[config.mk]
export PLATFORM = sky130hd
export DESIGN_NAME = edge_detect
export DESIGN_NICKNAME = d
export VERILOG_FILES = /design/src/rtl/edge_detect.sv
export SDC_FILE = /design/constraint.sdc
export NUM_CORES = 1
export LEC_CHECK = 0
export ABC_AREA = 1
export BUFFER_PORTS_ARGS = -buffer_cell sky130_fd_sc_hd__buf_2
export CAP_MARGIN = 20
export CORE_MARGIN = 5
export CORE_UTILIZATION = 40
export DETAILED_ROUTE_END_ITERATION = 8
export PLACE_DENSITY = 0.64
export SYNTH_ARGS = -nofsm -noshare
export SYNTH_HDL_FRONTEND = slang
export SYNTH_SLANG_ARGS = --single-unit
[constraint.sdc]
create_clock -name clock -period 1.39 [get_ports clock]
set_input_delay 0.139 -clock clock [delete_from_list [all_inputs] [get_ports clock]]
set_output_delay 0.139 -clock clock [all_outputs]
set_load 0.005 [all_outputs]
[src/rtl/edge_detect.sv]
// edge_detect: synchronizes a 1-bit level input and turns it into registered
// one-cycle pulses for rising edges, falling edges and a selectable edge type.
// It also keeps a wrapping count of selected-edge pulses.
// Optional glitch filter: define EDGE_DETECT_GLITCH_FILTER_EN to enable it.
// When enabled, the filtered level changes only after the synchronized input
// has held its new value for FILTER_LEN consecutive clocks.
module edge_detect #(
  parameter int SYNC_STAGES = 2,
  parameter int EDGE_TYPE   = 2,
  parameter int CNT_W       = 8,
  parameter int FILTER_LEN  = 3
) (
  input  logic             clock,
  input  logic             rst_n,
  input  logic             din,
  output logic             flag,
  output logic             rise,
  output logic             fall,
  output logic             level,
  output logic [CNT_W-1:0] edge_cnt
);

  // Elaboration-time range checks on the parameters
  if (SYNC_STAGES < 0 || SYNC_STAGES > 4) begin : g_bad_sync
    $error("edge_detect: SYNC_STAGES must be 0..4");
  end
  if (EDGE_TYPE < 0 || EDGE_TYPE > 2) begin : g_bad_edge
    $error("edge_detect: EDGE_TYPE must be 0..2");
  end
  if (CNT_W < 1 || CNT_W > 32) begin : g_bad_cnt
    $error("edge_detect: CNT_W must be 1..32");
  end
  if (FILTER_LEN < 1 || FILTER_LEN > 15) begin : g_bad_filt
    $error("edge_detect: FILTER_LEN must be 1..15");
  end

  logic             w_s;
  logic             w_lvl;
  logic             w_re;
  logic             w_fe;
  logic             w_flag_nxt;
  logic             r_prev;
  logic             r_rise;
  logic             r_fall;
  logic             r_flag;
  logic [CNT_W-1:0] r_cnt;

  if (SYNC_STAGES == 0) begin : g_nosync
    assign w_s = din;
  end else begin : g_sync
    logic [SYNC_STAGES-1:0] r_sync;

    // Metastability chain: din enters at bit 0, the synchronized level leaves from the top bit
    always_ff @(posedge clock or negedge rst_n) begin
      if (!rst_n) begin
        r_sync <= '0;
      end else begin
        r_sync[0] <= din;
        for (int i = 1; i < SYNC_STAGES; i++) begin
          r_sync[i] <= r_sync[i-1];
        end
      end
    end

    assign w_s = r_sync[SYNC_STAGES-1];
  end

`ifdef EDGE_DETECT_GLITCH_FILTER_EN
  localparam logic [3:0] LP_FRELOAD = 4'(FILTER_LEN - 1);

  logic       r_filt;
  logic [3:0] r_fcnt;

  // Down-counter reloads while the input agrees with the filtered level.
  // The level flips when the counter reaches terminal count with the input still differing.
  always_ff @(posedge clock or negedge rst_n) begin
    if (!rst_n) begin
      r_filt <= 1'b0;
      r_fcnt <= LP_FRELOAD;
    end else if (w_s == r_filt) begin
      r_fcnt <= LP_FRELOAD;
    end else if (r_fcnt == 4'd0) begin
      r_filt <= w_s;
      r_fcnt <= LP_FRELOAD;
    end else begin
      r_fcnt <= r_fcnt - 4'd1;
    end
  end

  assign w_lvl = r_filt;
`else
  assign w_lvl = w_s;
`endif

  assign w_re = w_lvl & ~r_prev;
  assign w_fe = ~w_lvl & r_prev;

  // Pick the edge type that drives flag and edge_cnt
  always_comb begin
    w_flag_nxt = w_re | w_fe;
    case (EDGE_TYPE)
      0:       w_flag_nxt = w_re;
      1:       w_flag_nxt = w_fe;
      default: w_flag_nxt = w_re | w_fe;
    endcase
  end

  // Previous level, registered pulses and the wrapping edge counter
  always_ff @(posedge clock or negedge rst_n) begin
    if (!rst_n) begin
      r_prev <= 1'b0;
      r_rise <= 1'b0;
      r_fall <= 1'b0;
      r_flag <= 1'b0;
      r_cnt  <= '0;
    end else begin
      r_prev <= w_lvl;
      r_rise <= w_re;
      r_fall <= w_fe;
      r_flag <= w_flag_nxt;
      if (w_flag_nxt) begin
        r_cnt <= r_cnt + CNT_W'(1);
      end
    end
  end

  assign flag     = r_flag;
  assign rise     = r_rise;
  assign fall     = r_fall;
  assign level    = r_prev;
  assign edge_cnt = r_cnt;

endmodule

==> summary.txt, run 1 <==
CTS
  • Clock latency on the worst-skew pair: between 200 and 300 ps
  • # clock sinks: 14
  • Clock H-tree levels: 1
  • CTS Buffer Depth: 2
  • Root buffer cell: clkbuf_4
  • Cts bufs inserted: 3
  • CTS tree: built
  • Clock slew at reported path FFs: approximately 80 ps
  • Setup Fix Bufs, Post-CTS: 0

Placement
  • Gpl congestion: 0.764
  • Detail Placement HPWL: 750 um
  • IO buf count: 14

Pwr
  • Pleak: 0.402 nW
  • Peak supply drop: ~0.95 mV
  • P per Cell Area: roughly 1600 nW/um2

Setup path
  • Slowest cell on crit path: dfrtp_1
  • Sequence of cells on the critical path: inv_1, ha_4, inv_2, nand2_1, nor2_4, nand2_1, nand2_1, nand2_1
  • Most common cell type on the critical path: nand2_1
  • Crit end category: flip-flop
  • Required @ worst endpoint: around 1600 ps
  • CP Class: reg2reg
  • CP arrival: between 1000 and 1500 ps
  • Slowest stage delay, CP: 390 ps
  • Max FO, Critical Path: 5
  • Worst Setup Start Kind: flip-flop

Synthesis
  • Mapped Avg Cell Area: 10.1 um2
  • Synth area leader: dfrtp_1
  • Synth area leaders: dfrtp_1 (60%), nand2_1 (12%), ha_1 (6.4%)
  • Syn Inst Count: 58
  • Synthesized area: around 600 um2
  • Ys Warns: 0
  • Seq/Total Area, Yosys: 0.601
  • Synth cell types: 12
  • Synth top area share: 0.601
  • Seq cells post-synth: 14
  • Synthesized Nets: 64

Global route
  • First-pass GRT wire length: about 1.8 mm
  • Vias in the first global route: ~440
  • GRT Total Usage: 0.120
  • Initial antenna violation count: 0
  • Largest net degree at the start of global routing: 15
  • Gr ovfl total: 0

Timing
  • Count of final setup violators: 0
  • Worst-case clock skew: ~1.9 ps
  • Hold WS: between 200 and 300 ps
  • Final slew viol count: 0
  • Final Critical Period: between 1000 and 1500 ps
  • Hold Vio Cnt, Final: 0
  • Setup TNS: 0 ps
  • Final Cycle Share: 0.913
  • F_max: slightly below 0.8 GHz
  • Max transition margin: 0.798
  • RSZ-0062 raised after global routing: no
  • Slew of the pin with the lowest slew margin: about 300 ps

Layout
  • # diodes: 0
  • Fillers: between 100 and 150
  • Fin nets: 87
  • Share of cells above drive strength 1: 0.291
  • Register area: 350 um2
  • Area Growth Syn to Fin: 27.3%
  • Multi-input gate area: approximately 220 um2

Drt
  • DRC Markers: 0
  • DR pass1 iterations: 2
  • Via density: 4.55
  • Initial DRC count: 2
  • Final wirelength: between 1 and 1.5 mm
  • Per-cell routed wire length: 10.8 um
  • Via count: roughly 430
  • Number of routed nets with antenna violations: 0

Die
  • Ports: 15
  • Row Count: 13
  • Core ar.: 1330 um2
  • Die W: between 40 and 50 um
  • Die height: slightly below 50 um
  • Starting Density: 0.437
  • Die area: roughly 2300 um2

Run
  • Max cap viols: 0

Hold path
  • HP Class: in2async

Status
  • Run status: complete, no violations
placed cells by master (no fill, tap or decap), drive strengths merged:
| cell type | synthesis | final |
|---|---|---|
| nand2 | 20 | 20 |
| clkbuf | 0 | 3 |
| dlygate4sd3 | 0 | 2 |
| nand3b | 3 | 3 |
| xnor2 | 2 | 2 |
| inv | 8 | 8 |
| buf | 0 | 16 |
| ha | 3 | 3 |
| dfrtp | 14 | 14 |
| nand4 | 2 | 2 |
| nor2 | 5 | 5 |
| xor2 | 1 | 1 |
kinds of logic (layout without fill, tap and decap cells):
| kind of cell | after synthesis | after routing | synth area share |
|---|---|---|---|
| fa+ha+maj | 3 | 3 | 0.0644 |
| xor+xnor | 3 | 3 | 0.0451 |
| simple gates | 30 | 30 | 0.238 |
| buf+inv | 8 | 29 | 0.0515 |
| flops | 14 | 14 | 0.601 |
timing repair:
| action | CTS | global route |
|---|---|---|
| endpoints found under the hold margin | 15 | 0 |
| hold buffers | 2 | 0 |
| gates resized for setup | 0 | 1 |
| endpoints found under the setup margin | 0 | 3 |
Yosys cell counts, drive strengths merged:
library cell	n
nor2	5
inv	8
ha	3
xnor2	2
nand3b	3
nand4	2
dfrtp	14
nand2	20
xor2	1
final timing paths:
check	start	end	slack (ps)	cells after the start
hold / removal	rst_n	edge_cnt[6]	290	2
max in group asynchronous	rst_n	fall	870	2
min in group clock	g_sync.r_sync[0]	g_sync.r_sync[1]	350	0
setup reg to reg	level	edge_cnt[5]	120	8
setup / recovery	level	edge_cnt[5]	120	8
hold reg to reg	g_sync.r_sync[0]	g_sync.r_sync[1]	350	0
per-layer routing:
layer	wire length [um]	GRT usage
met1	462	0.127
met5	0	0
met4	31	0.113
met3	48	0.0332
met2	470	0.188
flip-flops by register name (all words and copies together), names as in the netlist:
name / count
fall: 1
edge_cnt: 8
rise: 1
level: 1
flag: 1
g_sync.r_sync: 2
cell type report:
| class | count | area share |
|---|---|---|
| Inverter | 8 | 0.0405 |
| Sequential cell | 14 | 0.472 |
| Clock buffer | 3 | 0.0304 |
| Tap cell | 15 | 0.0253 |
| Multi-Input combinational cell | 36 | 0.290 |
| Timing Repair Buffer | 18 | 0.142 |
critical path: cells and delay by family, from the launching register on:
kind	cells	cell delay (ps)
DFF	1	390
buffers and inverters	2	150
adders and majority gates	1	220
and+or+nand+nor	5	390
per-stage QoR:
stage,area [um2],instances,utilization,total power [W],worst slack [ps]
2_1_floorplan,583,58,-,0.000840,88.5
3_3_place_gp,687,89,0.515,0.000996,82.0
3_5_place_dp,687,89,0.515,0.00101,83.9
4_1_cts,729,94,0.547,0.00124,68.0
5_1_grt,742,94,0.556,0.00135,27.6
6_report,742,94,0.556,0.00122,121
report_power, final:
part	switching (W)	total [W]	internal [W]
clock	0.000118	0.000218	0.000100
combinational	0.000191	0.000372	0.000181
sequential	0.000125	0.000632	0.000507
total	0.000434	0.00122	0.000788
Power figures use the tool's default switching activity.
==> run 2: changes to the inputs <==
- CORE_AREA: not set -> 5 5 42 44
- CORE_MARGIN: 5 -> not set
- CORE_UTILIZATION: 40 -> not set
- DIE_AREA: not set -> 0 0 47 49
- PLACE_DENSITY: 0.64 -> 0.69
- SETUP_SLACK_MARGIN: not set -> 0.4
==> run 2 against run 1 <==
Effect of this change:
- fmax is 5.0% higher
- sequential share of layout area is 4.3 points lower
- worst setup slack better by 61 ps
- power is 12% higher
- via count is 8.9% higher
- die area is 0.79% lower
- cell count is 9.6% higher
- largest cell class unchanged
==> summary.txt, run 2 (same netlist as run 1, synthesis figures left out) <==
Layout
  • Fin nets: 94
  • Commonest non-fill, non-tap cell in the layout: nand2_1
  • # diodes: 0
  • Largest register FFs: 8
  • Share of cells above drive strength 1: 0.391
  • Fin util: 0.584
  • Area Growth Syn to Fin: 40.3%
  • Most frequent cells in the layout: nand2_1 (18), buf_2 (14), dfrtp_1 (13), buf_4 (9), inv_1 (6)
  • Design area: between 800 and 900 um2

Setup path
  • CP arrival: about 1400 ps
  • R2r setup slk: between 150 and 200 ps
  • Max FO, Critical Path: 5
  • CP Class: reg2reg
  • Required @ worst endpoint: between 1500 and 2000 ps
  • Worst reg2reg endpoint: edge_cnt[5]
  • R2R depth: 8
  • Reg2Reg Launch Point: level
  • Crit end category: flip-flop
  • Worst Setup Start Kind: flip-flop

CTS
  • Clock H-tree levels: 1
  • CTS Buffer Depth: 2
  • Clock latency on the worst-skew pair: ~280 ps
  • CTS tree: built
  • # clock sinks: 14
  • Clock slew at reported path FFs: roughly 80 ps
  • Cts bufs inserted: 3
  • Root buffer cell: clkbuf_4

Drt
  • Initial DRC count: 4
  • DRC Markers: 0
  • Per-cell routed wire length: roughly 11 um
  • Number of routed nets with antenna violations: 0
  • Via count: about 470
  • Final wirelength: roughly 1.1 mm
  • DR pass1 iterations: 3
  • Via density: ~4.5

Pwr
  • Peak supply drop: 0.886 mV
  • Power, Total: between 0.001 and 0.0015 W
  • Pleak: 0.439 nW
  • P per Cell Area: roughly 1700 nW/um2

Die
  • Core ar.: 1400 um2
  • Die area: roughly 2300 um2
  • Ports: 15
  • Row Count: 14
  • Starting Density: 0.416
  • Die height: approximately 49 um
  • Die W: ~47 um

Placement
  • Gpl congestion: a little under 0.8
  • IO buf count: 14
  • Area post-placement: 699 um2
  • Detail Placement HPWL: 691 um

Timing
  • Final slew viol count: 0
  • Final Cycle Share: 0.869
  • Worst-case clock skew: 1.23 ps
  • Max transition margin: 0.799
  • Count of final setup violators: 0
  • Setup TNS: 0 ps
  • Hold Vio Cnt, Final: 0
  • Slew of the pin with the lowest slew margin: 302 ps
  • F_max: approximately 0.83 GHz
  • RSZ-0062 raised after global routing: yes
  • Final Critical Period: roughly 1200 ps

Hold path
  • HP Class: in2async

Global route
  • GRT met3 Usage: 0.0221
  • GR Util met2: 0.188
  • Initial antenna violation count: 0
  • Gr ovfl total: 0
  • First-pass GRT wire length: between 2 and 2.5 mm
  • Met1 Usage GRT: 0.140
  • GRT Total Usage: 0.122
  • Largest net degree at the start of global routing: 15
  • Vias in the first global route: 460
  • GR peak layer: met2

Run
  • Max cap viols: 0

Status
  • Run status: complete, no violations
run 2: cell count changes in the layout (fill, tap and decap cells not counted):
cell      previous run  this run
nand2_4              0         1
buf_4                2         9
dfrtp_1             14        13
dfrtp_2              0         1
nand2_1             19        18
nor2_4               1         2
inv_1                7         6
nor2_1               4         3
clkbuf_1             0         1
inv_4                0         1
run 2: worst max-delay path, cell delays in order, from the launching register on:
cell     delay (ps)
dfrtp_1         400
inv_2            80
ha_4            210
inv_4            70
nand2_4          50
nor2_4          130
nand2_1          60
nand2_1          60
nand2_1          40
run 2: metal layers:
metal,routed length [um],vias up,share of wire
li1,-,233,-
met1,430,220,0.39
met2,569,9,0.52
met3,62,4,0.057
met4,31,0,0.028
met5,0,-,0
run 2: worst max-delay path by stage:
| stage | from | endpoint | slack, ps |
|---|---|---|---|
| CTS | level | edge_cnt[5] | 190 |
| global placement | g_sync.r_sync[1] | edge_cnt[5] | 180 |
| global route | level | edge_cnt[5] | 70 |
| floorplan | level | edge_cnt[5] | 210 |
| finish | level | edge_cnt[5] | 180 |
| detailed placement | g_sync.r_sync[1] | edge_cnt[5] | 150 |
run 2: repair_timing:
| action | CTS | global route |
|---|---|---|
| hold buffers | 2 | 0 |
| buffers inserted | 8 | 1 |
| endpoints found under the setup margin | 12 | 16 |
| pin swaps | 3 | 0 |
| gates resized for setup | 1 | 0 |
| endpoints found under the hold margin | 15 | 0 |
run 2: layout make-up:
class,count,area (um2)
repair buffers,25,158
inverters,8,32.5
well taps,16,20.0
clock buffers,4,26.3
fillers,129,583
flip-flops and latches,14,352
multi-input cells,36,230
run 2: metrics by stage:
stage                     instances  setup slack (ps)  hold slack [ps]
final                           103               182              272
after global routing            103              67.7              306
after CTS                       102               194              272
after detailed placement         88               152             51.3
after global placement           88               175             47.6
after floorplan                  58               209             -157
run 2: where the power goes:
part	switching, W	leakage [nW]	total, W	internal (W)
Combinational	0.000234	0.252	0.000501	0.000267
Sequential	0.000118	0.172	0.000627	0.000510
Clock	0.000131	0.0150	0.000242	0.000112
==> run 3: changes to the inputs <==
- clock period: 1.39 -> 1.2 ns (I/O delays scaled with it)
==> run 3 against run 2 <==
Effect of this change:
- the flow now finishes with violations (setup timing)
- clock skew is 7.6 ps higher
- die area did not move
- critical path type unchanged
- utilization increased by 6.3 points
- sequential power up 16%
- sequential cell count unchanged
- fmax is 2.9% lower
- largest cell class unchanged
- register-to-register slack got worse by 230 ps
- routed wire length rose by 15%
- highest routed layer unchanged
- clock power increased by 13%
- cell count grew 2.9%
==> summary.txt, run 3 (same netlist as run 1, synthesis figures left out) <==
Global route
  • Vias in the first global route: approximately 480
  • Gr ovfl total: 0
  • First-pass GRT wire length: approximately 2.1 mm
  • Largest net degree at the start of global routing: 15
  • GRT Total Usage: 0.125
  • Initial antenna violation count: 0

Drt
  • DR pass1 iterations: 3
  • Via count: ~490
  • Per-cell routed wire length: 11.8 um
  • Initial DRC count: 7
  • DRC Markers: 0
  • Via density: 4.58
  • Number of routed nets with antenna violations: 0
  • Final wirelength: about 1.3 mm

Placement
  • IO buf count: 14
  • Detail Placement HPWL: just under 800 um
  • Gpl congestion: 0.780
  • Area post-placement: between 700 and 800 um2
  • Placed Cells: 94

CTS
  • CTS tree: built
  • Root buffer cell: clkbuf_4
  • Clock H-tree levels: 1
  • Clock latency on the worst-skew pair: ~280 ps
  • Cts bufs inserted: 3
  • # clock sinks: 14
  • Clock slew at reported path FFs: approximately 80 ps
  • CTS Buffer Depth: 2

Timing
  • Setup TNS: -99.6 ps
  • Final Cycle Share: 1.04
  • RSZ-0062 raised after global routing: yes
  • Slew of the pin with the lowest slew margin: 307 ps
  • F_max: between 0.8 and 0.9 GHz
  • Worst-case clock skew: between 8 and 9 ps
  • Count of final setup violators: 4
  • Max transition margin: 0.795
  • Hold Vio Cnt, Final: 0
  • Final Critical Period: around 1200 ps
  • Final setup margin: -43.4 ps
  • Final slew viol count: 0

Layout
  • Most frequent cells in the layout: nand2_1 (18), dfrtp_1 (13), buf_2 (12), buf_4 (8), buf_6 (5)
  • Fin util: 0.647
  • Area Growth Syn to Fin: 55.6%
  • Commonest non-fill, non-tap cell in the layout: nand2_1
  • # diodes: 0
  • Largest register FFs: 8
  • Layout Cells excl Fill: 106
  • Design area: 907 um2
  • Fin nets: 97
  • Share of cells above drive strength 1: 0.467

Setup path
  • Slowest stage delay, CP: roughly 400 ps
  • CP Class: reg2reg
  • CP arrival: roughly 1400 ps
  • Slowest cell on crit path: dfrtp_1
  • CP delay by family, top: flip-flops
  • Worst Setup Start Kind: flip-flop
  • Crit end category: flip-flop
  • WP buf/inv: 3
  • Required @ worst endpoint: about 1400 ps
  • Max FO, Critical Path: 3
  • Sequence of cells on the critical path: inv_2, ha_4, buf_4, nor2_4, nand4_1, nand2_1, inv_1

Hold path
  • HP Class: in2async

Status
  • Failing checks: setup timing
  • Run status: complete, but fails checks

Pwr
  • Power, Total: about 0.0018 W
  • Peak supply drop: 1.02 mV
  • Pleak: about 0.47 nW
  • P per Cell Area: ~2000 nW/um2

Die
  • Die height: ~49 um
  • Die area: roughly 2300 um2
  • Core ar.: ~1400 um2
  • Row Count: 14
  • Starting Density: 0.416
  • Die W: about 47 um
  • Ports: 15

Run
  • Max cap viols: 0
## run 3: cell types whose count changed in the layout (fill, tap and decap cells not counted), sizes merged
cell	delta
buf	+3
## run 3: metal layers
metal | share of wire | up-vias | GRT usage
li1 | - | 241 | -
met1 | 0.37 | 234 | 0.141
met2 | 0.56 | 9 | 0.210
met3 | 0.040 | 2 | 0.0221
met4 | 0.026 | 0 | 0.0691
met5 | 0 | - | 0
## run 3: final cells by class
class | instances | area [um2]
tap | 16 | 20.0
clock buffer | 4 | 26.3
sequential | 14 | 352
fill | 121 | 494
timing repair buffer | 28 | 216
multi-input combinational | 36 | 258
inverter | 8 | 35.0
## run 3: per-stage QoR
step	worst slack (ps)	hold WS (ps)
2_1_floorplan	19.7	-176
3_3_place_gp	21.0	26.4
3_5_place_dp	-11.5	29.6
4_1_cts	-1.08	251
5_1_grt	-117	292
6_report	-43.4	246
## run 3: final timing paths
path	start	to	slack, ps	depth (start not counted)
worst max-delay path	level	edge_cnt[4]	-40	7
worst min-delay path	rst_n	g_sync.r_sync[0]	250	2
worst min register to register	g_sync.r_sync[0]	g_sync.r_sync[1]	350	0
worst max register to register	level	edge_cnt[4]	-40	7
min in group clock	g_sync.r_sync[0]	g_sync.r_sync[1]	350	0
max in group asynchronous	rst_n	edge_cnt[0]	700	2
## run 3: repair_timing
action                                  CTS  global route
endpoints found under the hold margin    15             0
setup buffers                             5             1
endpoints found under the setup margin   22            22
resized for setup                         8             6
hold buffers                              2             0
pin swaps                                 4             3
## run 3: report_power, final
part	total, W	switching [W]	internal [W]
registers	0.000728	0.000138	0.000590
clock network	0.000274	0.000145	0.000129
logic	0.000813	0.000348	0.000466
